$ cat src/rtl/thread_fetch_unit_if.sv
// Fetch-stage bus: PC table lookup, instruction memory read, branch redirect, IF/ID entry and status.
// Latency: n/a (wiring only).
// Backpressure: none; the fetch stage has no stall path.
interface thread_fetch_unit_if #(
    parameter int INSTR_W = 16
);
    logic               fetch_thread_id;
    logic [7:0]         fetch_pc;
    logic [6:0]         imem_addr;
    logic [INSTR_W-1:0] imem_rdata;
    logic               branch_taken;
    logic               branch_thread_id;
    logic               ifid_valid;
    logic               ifid_thread_id;
    logic [7:0]         ifid_pc;
    logic [INSTR_W-1:0] ifid_instr;
    logic [1:0]         thread_active;
    logic               all_halted;
    logic [15:0]        fetch_count0;
    logic [15:0]        fetch_count1;

    // Fetch unit side
    modport master (
        output fetch_thread_id, imem_addr,
        output ifid_valid, ifid_thread_id, ifid_pc, ifid_instr,
        output thread_active, all_halted, fetch_count0, fetch_count1,
        input  fetch_pc, imem_rdata, branch_taken, branch_thread_id
    );

    // PC table / memory / decode side
    modport slave (
        input  fetch_thread_id, imem_addr,
        input  ifid_valid, ifid_thread_id, ifid_pc, ifid_instr,
        input  thread_active, all_halted, fetch_count0, fetch_count1,
        output fetch_pc, imem_rdata, branch_taken, branch_thread_id
    );
endinterface

$ cat src/rtl/thread_fetch_unit.sv
// Two-thread interleaved instruction fetch: picks a thread, reads imem at its PC, fills IF/ID, retires on HALT.
// Latency: 1 cycle from fetch (sel -> fetch_pc -> imem) to IF/ID.
// Backpressure: none; IF/ID reloads every edge, squashed or halted fetches load with valid low.
module thread_fetch_unit #(
    parameter int         INSTR_W     = 16,
    parameter logic [3:0] HALT_OPCODE = 4'hF
) (
    input  logic                  clk,
    input  logic                  rst,
    thread_fetch_unit_if.master   bus
);

    logic               sel;
    logic               sel_next;
    logic [1:0]         active_q;
    logic [1:0]         active_next;
    logic               fetch_en;
    logic               squash;
    logic               entry_vld;
    logic               halt_hit;

    logic               ifid_valid_q;
    logic               ifid_thread_id_q;
    logic [7:0]         ifid_pc_q;
    logic [INSTR_W-1:0] ifid_instr_q;
    logic [15:0]        fetch_count0_q;
    logic [15:0]        fetch_count1_q;

    // Fetch qualification, HALT retirement and next-thread choice from the post-HALT active mask
    always_comb begin
        fetch_en    = active_q[sel];
        // The PC table redirects on this edge, so this cycle's fetch for the branching thread is wrong-path
        squash      = bus.branch_taken && (bus.branch_thread_id == sel);
        entry_vld   = fetch_en && !squash;
        halt_hit    = entry_vld && (bus.imem_rdata[15:12] == HALT_OPCODE);
        active_next = active_q;
        if (halt_hit) begin
            active_next[sel] = 1'b0;
        end
        case (active_next)
            2'b11:   sel_next = ~sel;
            2'b01:   sel_next = 1'b0;
            2'b10:   sel_next = 1'b1;
            default: sel_next = sel;
        endcase
    end

    // Scheduler and thread-liveness state; halted threads stay halted until reset
    always_ff @(posedge clk or posedge rst) begin
        if (rst) begin
            sel      <= 1'b0;
            active_q <= 2'b11;
        end else begin
            sel      <= sel_next;
            active_q <= active_next;
        end
    end

    // IF/ID register loads every edge; data fields follow the fetch even when the entry is dead
    always_ff @(posedge clk or posedge rst) begin
        if (rst) begin
            ifid_valid_q     <= 1'b0;
            ifid_thread_id_q <= 1'b0;
            ifid_pc_q        <= 8'd0;
            ifid_instr_q     <= '0;
        end else begin
            ifid_valid_q     <= entry_vld;
            ifid_thread_id_q <= sel;
            ifid_pc_q        <= bus.fetch_pc;
            ifid_instr_q     <= bus.imem_rdata;
        end
    end

    // Per-thread count of valid entries delivered to decode, wrapping at 16 bits
    always_ff @(posedge clk or posedge rst) begin
        if (rst) begin
            fetch_count0_q <= 16'd0;
            fetch_count1_q <= 16'd0;
        end else if (entry_vld) begin
            if (sel) begin
                fetch_count1_q <= fetch_count1_q + 16'd1;
            end else begin
                fetch_count0_q <= fetch_count0_q + 16'd1;
            end
        end
    end

    // Odd PCs address the containing halfword; the full PC is kept in IF/ID
    assign bus.fetch_thread_id = sel;
    assign bus.imem_addr       = bus.fetch_pc[7:1];
    assign bus.ifid_valid      = ifid_valid_q;
    assign bus.ifid_thread_id  = ifid_thread_id_q;
    assign bus.ifid_pc         = ifid_pc_q;
    assign bus.ifid_instr      = ifid_instr_q;
    assign bus.thread_active   = active_q;
    assign bus.all_halted      = (active_q == 2'b00);
    assign bus.fetch_count0    = fetch_count0_q;
    assign bus.fetch_count1    = fetch_count1_q;

endmodule

$ cat src/flat_wrapper.sv
// flat-port wrapper written by rule: the top's interface ports become plain ports
module thread_fetch_unit_flat 
#(
    parameter int         INSTR_W     = 16,
    parameter logic [3:0] HALT_OPCODE = 4'hF
)
  (clk, rst, bus_fetch_thread_id, bus_imem_addr, bus_ifid_valid, bus_ifid_thread_id, bus_ifid_pc, bus_ifid_instr, bus_thread_active, bus_all_halted, bus_fetch_count0, bus_fetch_count1, bus_fetch_pc, bus_imem_rdata, bus_branch_taken, bus_branch_thread_id);
  thread_fetch_unit_if #(.INSTR_W(INSTR_W)) bus_i ();
  input  logic clk;
  input  logic rst;
  output wire logic [$bits(bus_i.fetch_thread_id)-1:0] bus_fetch_thread_id;
  output wire logic [$bits(bus_i.imem_addr)-1:0] bus_imem_addr;
  output wire logic [$bits(bus_i.ifid_valid)-1:0] bus_ifid_valid;
  output wire logic [$bits(bus_i.ifid_thread_id)-1:0] bus_ifid_thread_id;
  output wire logic [$bits(bus_i.ifid_pc)-1:0] bus_ifid_pc;
  output wire logic [$bits(bus_i.ifid_instr)-1:0] bus_ifid_instr;
  output wire logic [$bits(bus_i.thread_active)-1:0] bus_thread_active;
  output wire logic [$bits(bus_i.all_halted)-1:0] bus_all_halted;
  output wire logic [$bits(bus_i.fetch_count0)-1:0] bus_fetch_count0;
  output wire logic [$bits(bus_i.fetch_count1)-1:0] bus_fetch_count1;
  input wire logic [$bits(bus_i.fetch_pc)-1:0] bus_fetch_pc;
  input wire logic [$bits(bus_i.imem_rdata)-1:0] bus_imem_rdata;
  input wire logic [$bits(bus_i.branch_taken)-1:0] bus_branch_taken;
  input wire logic [$bits(bus_i.branch_thread_id)-1:0] bus_branch_thread_id;
  assign bus_fetch_thread_id = bus_i.fetch_thread_id;
  assign bus_imem_addr = bus_i.imem_addr;
  assign bus_ifid_valid = bus_i.ifid_valid;
  assign bus_ifid_thread_id = bus_i.ifid_thread_id;
  assign bus_ifid_pc = bus_i.ifid_pc;
  assign bus_ifid_instr = bus_i.ifid_instr;
  assign bus_thread_active = bus_i.thread_active;
  assign bus_all_halted = bus_i.all_halted;
  assign bus_fetch_count0 = bus_i.fetch_count0;
  assign bus_fetch_count1 = bus_i.fetch_count1;
  assign bus_i.fetch_pc = bus_fetch_pc;
  assign bus_i.imem_rdata = bus_imem_rdata;
  assign bus_i.branch_taken = bus_branch_taken;
  assign bus_i.branch_thread_id = bus_branch_thread_id;
  thread_fetch_unit #(.INSTR_W(INSTR_W), .HALT_OPCODE(HALT_OPCODE)) u_core (.clk(clk), .rst(rst), .bus(bus_i));
endmodule
$ cat config.mk
export PLATFORM = sky130hd
export DESIGN_NAME = thread_fetch_unit_flat
export DESIGN_NICKNAME = d
export VERILOG_FILES = /design/src/rtl/thread_fetch_unit_if.sv /design/src/rtl/thread_fetch_unit.sv /design/src/flat_wrapper.sv
export SDC_FILE = /design/constraint.sdc
export NUM_CORES = 1
export LEC_CHECK = 0
export CORE_ASPECT_RATIO = 0.6
export CORE_MARGIN = 2
export CORE_UTILIZATION = 30
export DETAILED_ROUTE_END_ITERATION = 8
export PLACE_DENSITY = 0.57
export SYNTH_ARGS = -nofsm -noshare
export SYNTH_HDL_FRONTEND = slang
export SYNTH_SLANG_ARGS = --single-unit
export TNS_END_PERCENT = 5
$ cat constraint.sdc
create_clock -name clk -period 3.25 [get_ports clk]
set_input_delay 0.65 -clock clk [delete_from_list [all_inputs] [get_ports clk]]
set_output_delay 0.65 -clock clk [all_outputs]
set_load 0.005 [all_outputs]
## Word level (Yosys, flattened, before mapping)

Cells that the tools add are included.

| storage, ports and cells | value |
|---|---|
| flip-flop bits (word level) | 61 |
| bits of input ports | 28 |
| output and inout bits | 69 |
| word-level logic and storage cells | 35 |

| cells by class | value |
|---|---|
| add/subtract/negate cells | 2 |
| $lt $le $gt $ge | 2 |
| equal/unequal tests | 5 |
| muxes and demuxes | 6 |
| bitwise logic cells | 3 |
| reduce and logical (&&, ||, !) cells | 9 |

Operators with widths:

| kind | count |
|---|---|
| $add A16 B1 Y16 const B | 2 |
| $eq A2 B2 Y1 const B | 2 |
| $eq A4 B4 Y1 const B | 1 |
| $logic_and A1 B1 Y1 | 4 |
| $reduce_and A2 Y1 | 2 |
| $mux W1 | 3 |
| $pmux W1 S3 | 1 |
| $reduce_bool A3 Y1 | 1 |
| $and A2 B2 Y2 | 1 |
| $eq A2 B1 Y1 const B | 1 |
| $logic_not A2 Y1 | 1 |
| $lt A1 B2 Y1 const B | 1 |
| $mux W2 | 1 |
| $not A2 Y2 | 1 |
| $demux W1 S1 | 1 |
| $eq A1 B1 Y1 | 1 |
| $ge A1 B1 Y1 const B | 1 |
| $logic_not A1 Y1 | 1 |
| $not A1 Y1 | 1 |

## Longest topological paths before layout

Gate-level depths: netlist (run 1).

| logic depth | value |
|---|---|
| word-level depth | 9 |
| gate-level depth with buffers | 7 |
| depth with buffers taken out | 7 |

## Least setup slack after synthesis (run 1)

No wires, ideal clock.

| timing | value |
|---|---|
| path type | input -> register |
| from | in bus_branch_taken |
| to | reg u_core.sel (netlist: u_core.bus.fetch_thread_id) |
| setup time | 0.094 ns |
| data arrival time | 2.104 ns |
| data required time | 3.156 ns |
| setup slack | 1.052 ns |
| stages on the path | 7 |
| path buffers | 1 |
| cells stage by stage | nor2b_1 -> or2_2 -> clkbuf_1 -> o21ai_0 -> ha_1 -> nor3b_1 -> a211oi_1 |

| between the ends | value |
|---|---|
| word-level cells in the longest chain between the ends | 7 |
| elaborated cells on any way between the ends | 10 |

Ends and longest elaborated chain:

| what | line | text |
|---|---|---|
| start: declaration | flat_wrapper.sv:23 | `input wire logic [$bits(bus_i.branch_taken)-1:0] bus_branch_taken;` |
| $logic_and A1 B1 Y1 (*) | thread_fetch_unit.sv:33 | `squash = bus.branch_taken && (bus.branch_thread_id == sel);` |
| $logic_not A1 Y1 (*) | thread_fetch_unit.sv:34 | `entry_vld = fetch_en && !squash;` |
| $logic_and A1 B1 Y1 (*) | thread_fetch_unit.sv:34 |  |
| $logic_and A1 B1 Y1 (*) | thread_fetch_unit.sv:35 | `halt_hit = entry_vld && (bus.imem_rdata[15:12] == HALT_OPCODE);` |
| $mux W2 (*) | thread_fetch_unit.sv:37 | `if (halt_hit) begin` |
| $eq A2 B2 Y1 / $eq A2 B1 Y1 (equally long branches) | thread_fetch_unit.sv:40 | `case (active_next)` |
| $pmux W1 S3 / $reduce_bool A3 Y1 (equally long branches) | -- |  |
| end signal: assignment | thread_fetch_unit.sv:54 | `sel <= sel_next;` |
| end: declaration | thread_fetch_unit.sv:13 | `logic sel;` |

Every way passes the cells marked *; elsewhere a longest branch is shown, timed or not.
A chain may end at the register's enable or synchronous reset.

## Final worst setup path (run 1)

Same ends and word-level chain as after synthesis.

==> summary.md, run 1 <==
| Metric | Value |
|---|---|
| Initial DRC count | 43 |
| Reg2reg start | u_core.bus.thread_active[0] |
| Leading area contributor after synthesis | dfrtp_1 |
| PwrDens | 522 mW/mm² |
| Clk pin slew, worst setup/hold paths | 0.05 ns |
| IO buf count | 96 |
| Drc violations | 0 |
| Pint | 1.58 mW |
| Max-slew headroom | 56.5% |
| Worst path arrival time | 2.67 ns |
| Root Buffer | clkbuf_16 |
| Maxcap violations | 0 |
| Post_cts resized | 0 |
| GP Congestion | 0.778 |
| Status | finished clean |
| Most common cell after layout, fill and taps aside | clkdlybuf4s50_1 |
| Clk buf depth | 2 |
| Worst path bufs/invs | 1 |
| Largest stage delay, worst path | 0.43 ns |
| Total Routing Usage GR | 13.1% |
| Post-route ant nets | 0 |
| Top cells by area, synth | dfrtp_1 63%, xnor2_1 6.3%, xor2_1 4.9% |
| Top Ports | 97 |
| Synth Area per Inst | 12.8 µm² |
| Setup TNS | 0 ns |
| EDFF count, synth | 0 |
| Critical setup path kind | in2reg |
| RR Endpoint | u_core.bus.fetch_thread_id |
| Post-synthesis register bit count | 61 |
| Post-synth top flop | dfrtp_1 |
| CP startpoint kind | primary input |
| Drt total wl | 5050 µm |
| ANT cells | 0 |
| Num CTS Buffers | 9 |
| Hold Vio Cnt, Final | 0 |
| CP max-delay cell | clkdlybuf4s50_1 |
| Die height | 72.5 µm |
| Die width | 118 µm |
| Period utilization | 75.5% |
| Core area | 0.00742 mm² |
| Vias in the first global route | 1,653 |
| FF-to-FF path depth | 6 |
| CTS tree | done |
| Final setup violation count | 0 |
| Hold path cells | 1 |
| Largest net degree at the start of global routing | 33 |
| Required @ worst endpoint | 3.47 ns |
| Via/cell ratio | 4.23 |
| Starting density of the core | 31.6% |
| Global-route wire length before repair | 8380 µm |
| DR pass1 iterations | 4 |
| Worst Hold Launch | u_core.bus.fetch_count0[15] |
| DIE AREA | 0.00857 mm² |
| YS warnings | 0 |
| NumNets Final | 315 |
| Site Rows | 24 |
| Syn Nets | 215 |
| CP max FO | 5 |
| Power share of the clock group | 52.5% |
| NetSw | 0.368 mW |
| Sequential power share | 41.1% |
| Sw Ratio | 18.9% |
| Max Transition Viols Final | 0 |
| WHS | 0.464 ns |
| Synth Cell Area | 0.00235 mm² |
| Share of cells above drive strength 1 | 8.68% |
| Yosys cell types | 27 |
| Vias | 1,658 |
| Syn Inst Count | 183 |
| Nature of the critical path endpoint | flip-flop |
| Cts hold-fix bufs | 0 |
| Min cycle time layout | 2.45 ns |
| Worst min path class | reg2reg |
| CP cell instances | clkdlybuf4s50_1 -> nor2b_1 -> or2_2 -> o21ai_0 -> ha_1 -> nor3b_1 -> a211oi_1 |
| Static Leakage | 1.55 nW |
| Max rail drop VDD | 0.334 mV |
| Ys async rst share | 100% |
| Worst-margin pin slew | 0.652 ns |
| Sequential fraction of the synthesis area | 65.1% |
| Routed wire per std cell | 12.9 µm |
| Initial antenna violation count | 0 |
| H-tree depth | 3 |
| Post-CTS setup buffer count | 0 |
| Most frequent cells in the layout | 96 x clkdlybuf4s50_1, 59 x dfrtp_1, 20 x nand2_1 |
| Area Growth Syn to Fin | 58.8% |
| Reg2reg setup slack | 1.09 ns |
| Hold EP | u_core.bus.fetch_count0[15] |
| Crit-path leading delay family | simple AND/OR/NAND/NOR gates |
| Clk Latency, worst-skew pair | 0.32 ns |
| Setup Skew | 0.00503 ns |
| Area share of the largest cell type after synthesis | 62.9% |
| Comb power frac | 6.4% |
| Overflow after GRT | 0 |
| RSZ-0062 raised after global routing | no |
| Fmax | 0.408 GHz |
| TritonCTS Sinks | 61 |
| Hpwl dp | 3740 µm |
worst reg2reg max path: stages (launching register included):
cell and delay (ns):
dfstp_2 0.59, nand2b_4 0.08, or2_2 0.35, o21ai_0 0.36
ha_1 0.31, nor3b_1 0.14, a211oi_1 0.22
per-stage QoR:
step           util (%)  area [µm²]  power, mW  instances  setup WS, ns
3_3_place_gp       45.9        3400      0.938        376         0.585
3_5_place_dp       45.9        3400      0.939        376         0.484
6_report           50.3        3730       1.94        392         0.797
5_1_grt            50.3        3730       2.03        392         0.646
4_1_cts            50.3        3730       1.99        392         0.813
2_1_floorplan         -        2350      0.841        183          1.05
cell families after synthesis:
logic type      count (synthesis)  share of synthesized area, %
compound gates                  4                         0.959
xor+xnor                       30                          11.2
fa+ha+maj                       4                          2.13
buf+inv                        14                          3.36
flops                          61                          65.1
simple gates                   70                          17.2
power groups by stage:
stage          logic (mW)  clock network, mW  registers [mW]
2_1_floorplan      0.0272                  0           0.813
3_5_place_dp        0.127                  0           0.812
6_report            0.124               1.02           0.800
3_3_place_gp        0.127                  0           0.812
4_1_cts             0.127               1.06           0.800
5_1_grt             0.136               1.09           0.803
cell type report:
| cell class | instances | area [µm²] |
|---|---|---|
| clock buffer | 12 | 256 |
| sequential | 61 | 1530 |
| tap | 104 | 130 |
| fill | 669 | 3690 |
| timing repair buffer | 97 | 981 |
| multi-input combinational | 108 | 739 |
| inverter | 6 | 22.5 |
| clock inverter | 4 | 70.1 |
flip-flops by register name (all words and copies together) (netlist names):
signal	flops
u_core.bus.fetch_count1	16
u_core.bus.fetch_count0	16
u_core.bus.ifid_instr	16
u_core.bus.thread_active	2
u_core.bus.fetch_thread_id	1
u_core.bus.ifid_pc	8
u_core.bus.ifid_thread_id	1
u_core.bus.ifid_valid	1
layer usage:
layer	share of wire (%)	global-route usage, %	vias to the layer above
li1	-	-	806
met3	13	8.41	12
met1	46	17.0	768
met2	39	17.0	72
met4	2.0	5.62	0
met5	0	0	-
cell usage after synthesis (all sizes together), types with 2 or more instances:
library cell  count
buf               7
nor2             12
nor3              3
xor2             13
dfstp             2
o21ai             2
nand4             8
ha                4
and3              3
xnor2            17
inv               6
and4              4
nand3            11
dfrtp            59
nor2b             2
nand2            20
worst max path at each step:
stage,startpoint,to,slack [ns],depth (start not counted)
2_1_floorplan,bus_branch_taken,u_core.bus.fetch_thread_id,1.05,7
3_3_place_gp,bus_branch_taken,u_core.bus.fetch_thread_id,0.59,7
3_5_place_dp,bus_branch_taken,u_core.bus.fetch_thread_id,0.48,7
4_1_cts,bus_branch_taken,u_core.bus.fetch_thread_id,0.81,7
5_1_grt,bus_branch_taken,u_core.bus.fetch_thread_id,0.65,7
6_report,bus_branch_taken,u_core.bus.fetch_thread_id,0.80,7
Power figures use the tool's default switching activity.
==> run 2: changes to the inputs <==
Clock period 3.25 ns to 2.4 ns, I/O delays scaled along.
==> run 2 against run 1 <==
  * Clock power increased by 53%
  * Cell area increased by 2.2%
  * Worst hold slack got worse by 0.0086 ns
  * Largest cell class unchanged
  * Largest power group unchanged
  * Highest routed layer unchanged
==> summary.md, run 2 (synthesis gave the netlist of run 1 again) <==
| Metric | Value |
|---|---|
| Area Growth Syn to Fin | 62.3% |
| Critical setup path kind | in2reg |
| Initial antenna violation count | 0 (unchanged) |
| PwrDens | 738 mW/mm² (+42%) |
| Core area | 0.00742 mm² (unchanged) |
| Worst-margin pin slew | 0.441 ns (-0.211 ns) |
| CP max FO | 3 (-2) |
| Share of cells above drive strength 1 | 10.9% (+2.2 points) |
| CP max-delay cell | clkdlybuf4s50_1 |
| Total Routing Usage GR | 13.7% (+0.57 points) |
| Max rail drop VDD | 0.397 mV (+19%) |
| Reg2reg start | u_core.bus.thread_active[0] |
| CP startpoint kind | primary input |
| H-tree depth | 3 (unchanged) |
| Hpwl dp | 3880 µm (+4.0%) |
| Fmax | 0.500 GHz |
| ANT cells | 0 (unchanged) |
| Nature of the critical path endpoint | flip-flop |
| GP Congestion | 0.761 (-2.2%) |
| Hold Vio Cnt, Final | 0 (unchanged) |
| Post-route ant nets | 0 (unchanged) |
| Area occupied by multi-input gates | 739 µm² (unchanged) |
| Post-route cell area | 0.00381 mm² (+2.2%) |
| Final setup violation count | 0 (unchanged) |
| Placed cell count | 382 (+1.6%) |
| Most common cell after layout, fill and taps aside | clkdlybuf4s50_1 |
| Starting density of the core | 31.6% (unchanged) |
| Drt total wl | 5280 µm (+4.6%) |
| Global-route wire length before repair | 8820 µm (+5.2%) |
| Max-slew headroom | 70.4% (+14 points) |
| Die height | 72.5 µm (unchanged) |
| Largest net degree at the start of global routing | 31 (-6.1%) |
| CTS tree | done |
| Required @ worst endpoint | 2.62 ns (-0.85 ns) |
| DR pass1 iterations | 4 (unchanged) |
| Post-CTS setup buffer count | 0 (unchanged) |
| Die width | 118 µm (unchanged) |
| WP depth | 7 (unchanged) |
| Maxcap violations | 0 (unchanged) |
| Max Transition Viols Final | 0 (unchanged) |
| Initial DRC count | 126 (+190%) |
| Largest stage delay, worst path | 0.43 ns (about the same) |
| NumNets Final | 321 (+1.9%) |
| Root Buffer | clkbuf_16 |
| Worst path arrival time | 2.22 ns (-0.45 ns) |
| Site Rows | 24 (unchanged) |
| Setup Skew | 0.00378 ns (-0.00125 ns) |
| Routed wire per std cell | 13.3 µm (+3.0%) |
| WHS | 0.455 ns (-0.00865 ns) |
| Clk buf depth | 2 (unchanged) |
| Drc violations | 0 (unchanged) |
| Clk Latency, worst-skew pair | 0.32 ns (about the same) |
| Period utilization | 83.4% |
| RR Endpoint | u_core.bus.fetch_thread_id |
| Post_cts resized | 0 (unchanged) |
| Vias in the first global route | 1,774 (+7.3%) |
| Setup TNS | 0 ns (unchanged) |
| Worst setup startpoint | bus_branch_taken |
| Non-Filler Instances | 398 (+1.5%) |
| Worst min path class | in2async |
| Min cycle time layout | 2.00 ns |
| Clk pin slew, worst setup/hold paths | 0.05 ns (about the same) |
| Via/cell ratio | 4.34 (+2.7%) |
| RSZ-0062 raised after global routing | no |
| TritonCTS Sinks | 61 (unchanged) |
| IO buf count | 96 (unchanged) |
| Cts hold-fix bufs | 0 (unchanged) |
| Reg2reg setup slack | 0.45 ns (-0.64 ns) |
| Static Leakage | 1.59 nW (+2.6%) |
| Top Ports | 97 (unchanged) |
| Vias | 1,728 (+4.2%) |
| Most frequent cells in the layout | 96 x clkdlybuf4s50_1, 59 x dfrtp_1, 20 x nand2_1 |
| Worst Setup EP | u_core.bus.fetch_thread_id |
| Num CTS Buffers | 9 (unchanged) |
| Worst path bufs/invs | 1 (unchanged) |
| Fill count | 656 (-1.9%) |
| Crit-path leading delay family | simple AND/OR/NAND/NOR gates |
| DIE AREA | 0.00857 mm² (unchanged) |
| Overflow after GRT | 0 (unchanged) |
| Placed Area | 0.00345 mm² (+1.3%) |
| FF-to-FF path depth | 6 (unchanged) |
| Total power | 2.81 mW (+45%) |
| Register area | 0.00153 mm² (unchanged) |
| CP cell instances | clkdlybuf4s50_1 -> nor2b_1 -> or2_2 -> o21ai_0 -> ha_1 -> nor3b_1 -> a211oi_1 |
| Status | finished clean |
-- run 2: layer usage --
metal  up-vias  track usage, %  share of wire (%)
met2        81            18.0                 40
li1        821               -                  -
met1       822            17.3                 46
met4         0            5.49               0.59
met5         -               0                  0
met3         4            9.51                 13
-- run 2: power by group --
part	internal (mW)	switching (mW)
logic	0.115	0.0568
clock network	1.11	0.444
registers	1.06	0.0205
total	2.29	0.522
-- run 2: layout make-up --
cell class | instances | area share, %
Inverter | 6 | 0.591
Timing Repair Buffer | 103 | 26.9
Sequential cell | 61 | 40.1
Multi-Input combinational cell | 108 | 19.4
Tap cell | 104 | 3.42
Clock buffer | 9 | 5.91
Clock inverter | 7 | 3.61
-- run 2: worst reg2reg max path: cells and delay by family, from the launching register on --
| kind | cells | cell delay (ns) |
|---|---|---|
| compound gates | 2 | 0.46 |
| fa+ha+maj | 1 | 0.28 |
| flops | 1 | 0.59 |
| simple gates | 3 | 0.54 |
-- run 2: through the flow --
stage	setup WS, ns	utilization (%)
after CTS	0.401	51.4
final	0.399	51.4
after global placement	0.123	46.5
after global routing	0.240	51.4
after detailed placement	0.0726	46.5
after floorplan	0.368	-
-- run 2: worst min path at each step --
stage | to | cells after the start
2_1_floorplan | u_core.bus.fetch_count1[15] | 1
3_5_place_dp | u_core.bus.fetch_count1[15] | 1
6_report | u_core.bus.ifid_instr[14] | 2
5_1_grt | u_core.bus.fetch_count0[15] | 1
3_3_place_gp | u_core.bus.fetch_count1[15] | 1
4_1_cts | u_core.bus.ifid_instr[14] | 2
==> run 3: changes to the inputs <==
Clock period 2.4 ns to 1.9 ns, I/O delays scaled along.
==> run 3 against run 2 <==
  * Die area unchanged
  * Routed wire length fell by 0.80%
  * Cell area is 0.56% higher
  * Final cell count increased by 1.5%
  * Flip-flop and latch count did not move
  * Clock skew is 0.0022 ns higher
==> summary.md, run 3 (synthesis gave the netlist of run 1 again) <==
| Metric | Value |
|---|---|
| Status | finished clean |
| Worst min path class | in2async |
| Area Growth Syn to Fin | 63.2% |
| Sw Ratio | 19.3% (+0.76 points) |
| Power share of the clock group | 50.6% (-4.8 points) |
| Most common cell after layout, fill and taps aside | clkdlybuf4s50_1 |
| Share of cells above drive strength 1 | 12.7% (+1.8 points) |
| NumNets Final | 329 (+2.5%) |
| Critical setup path kind | in2reg |
| Setup Skew | 0.00601 ns (+0.00223 ns) |
| GP Congestion | 0.759 (-0.24%) |
| Initial antenna violation count | 0 (unchanged) |
| Via/cell ratio | 4.24 (-2.3%) |
| Starting density of the core | 31.6% (unchanged) |
| ANT cells | 0 (unchanged) |
| Period utilization | 94.5% |
| Nature of the critical path endpoint | flip-flop |
| Total Routing Usage GR | 13.3% (-0.35 points) |
| Drt total wl | 5240 µm (-0.80%) |
| Drc violations | 0 (unchanged) |
| NetSw | 0.622 mW (+19%) |
| Pint | 2.60 mW (+13%) |
| CTS tree | done |
| Sequential power share | 42.5% (+4.0 points) |
| Hpwl dp | 3910 µm (+0.70%) |
| CP startpoint kind | primary input |
| Overflow after GRT | 0 (unchanged) |
| Root Buffer | clkbuf_16 |
| IO buf count | 96 (unchanged) |
| Required @ worst endpoint | 2.14 ns (-0.48 ns) |
| Final worst slack | 0.105 ns (-0.294 ns) |
| Global-route wire length before repair | 8480 µm (-3.8%) |
| PwrDens | 841 mW/mm² (+14%) |
| Core area | 0.00742 mm² (unchanged) |
| Cts hold-fix bufs | 0 (unchanged) |
| Worst-margin pin slew | 0.439 ns (-0.00196 ns) |
| Final setup violation count | 0 (unchanged) |
| Static Leakage | 1.63 nW (+2.3%) |
| Min cycle time layout | 1.80 ns |
| Die width | 118 µm (unchanged) |
| DR pass1 iterations | 4 (unchanged) |
| Clk pin slew, worst setup/hold paths | 0.05 ns (about the same) |
| H-tree depth | 3 (unchanged) |
| Clk Latency, worst-skew pair | 0.32 ns (about the same) |
| Post-route ant nets | 0 (unchanged) |
| Initial DRC count | 70 (-44%) |
| DP Worst Slack | -0.228 ns (-0.300 ns) |
| Num CTS Buffers | 9 (unchanged) |
| Max rail drop VDD | 0.532 mV (+34%) |
| Largest net degree at the start of global routing | 24 (-23%) |
| Routed wire per std cell | 13.0 µm (-2.3%) |
| Maxcap violations | 0 (unchanged) |
| Die height | 72.5 µm (unchanged) |
| Vias in the first global route | 1,720 (-3.0%) |
| Top Ports | 97 (unchanged) |
| Max Transition Viols Final | 0 (unchanged) |
| TritonCTS Sinks | 61 (unchanged) |
| Fmax | 0.557 GHz |
| Vias | 1,713 (-0.87%) |
| Max-slew headroom | 70.7% (+0.31 points) |
| Most frequent cells in the layout | 94 x clkdlybuf4s50_1, 59 x dfrtp_1, 20 x nand2_1 |
| Comb power frac | 7.0% (+0.9 points) |
| Site Rows | 24 (unchanged) |
| DIE AREA | 0.00857 mm² (unchanged) |
| Hold Vio Cnt, Final | 0 (unchanged) |
| Final Core Density | 51.7% (+0.29 points) |
| CP max FO | 5 (+2) |
| RSZ-0062 raised after global routing | no |
| Clk buf depth | 2 (unchanged) |
| Worst path arrival time | 2.03 ns (-0.19 ns) |
==> run 3: metrics by stage <==
step           setup TNS, ns  power, mW  hold slack, ns  instance area, µm²  cells
6_report                   0       3.22           0.384                3830    404
3_3_place_gp          -0.868       1.62           0.455                3520    389
4_1_cts                    0       3.28           0.396                3820    404
3_5_place_dp           -1.14       1.62           0.462                3520    389
2_1_floorplan              0       1.44           0.411                2350    183
5_1_grt                    0       3.37           0.412                3830    404
==> run 3: cell type report <==
cell class                 instances  area [µm²]
fill                             682        3590
multi-input combinational        108         746
sequential                        61        1530
tap                              104         130
clock buffer                      13         270
inverter                           6        22.5
clock inverter                     1        30.0
timing repair buffer             111        1100
==> run 3: worst max-delay path: stages <==
cell and delay, ns:
clkdlybuf4s50_1 0.43, nor2b_1 0.17, buf_4 0.15, or4_4 0.52, nor3_2 0.22, xor2_1 0.16
==> run 3: worst paths after layout <==
path / startpoint / to / slack [ns] / cells after the start
max: bus_branch_taken / u_core.bus.fetch_count0[14] / 0.10 / 6
min: rst / u_core.bus.ifid_valid / 0.38 / 2
max reg2reg: u_core.bus.thread_active[0] / u_core.bus.fetch_thread_id / 0.13 / 7
min reg2reg: u_core.bus.fetch_count1[15] / u_core.bus.fetch_count1[15] / 0.46 / 1
max in group asynchronous: rst / u_core.bus.fetch_count0[14] / 1.04 / 3
min in group clk: u_core.bus.fetch_count1[15] / u_core.bus.fetch_count1[15] / 0.46 / 1
==> run 3: timing repair <==
action,4_1_cts,5_1_grt
endpoints found under the setup margin,1,3
pin swaps,0,3
buffers inserted,1,0
resized for setup,0,3
==> run 3: power groups by stage <==
stage                     sequential (mW)  combinational (mW)  clock (mW)
after floorplan                      1.39              0.0467           0
after global routing                 1.37               0.245        1.75
final                                1.37               0.225        1.63
after global placement               1.39               0.229           0
after CTS                            1.37               0.232        1.68
after detailed placement             1.39               0.230           0
==> run 3: per-layer routing <==
metal	GRT usage, %	up-vias	wire length (µm)
li1	-	838	-
met3	10.1	5	760
met2	16.8	79	2040
met4	6.02	0	61
met1	16.6	791	2370
met5	0	-	0
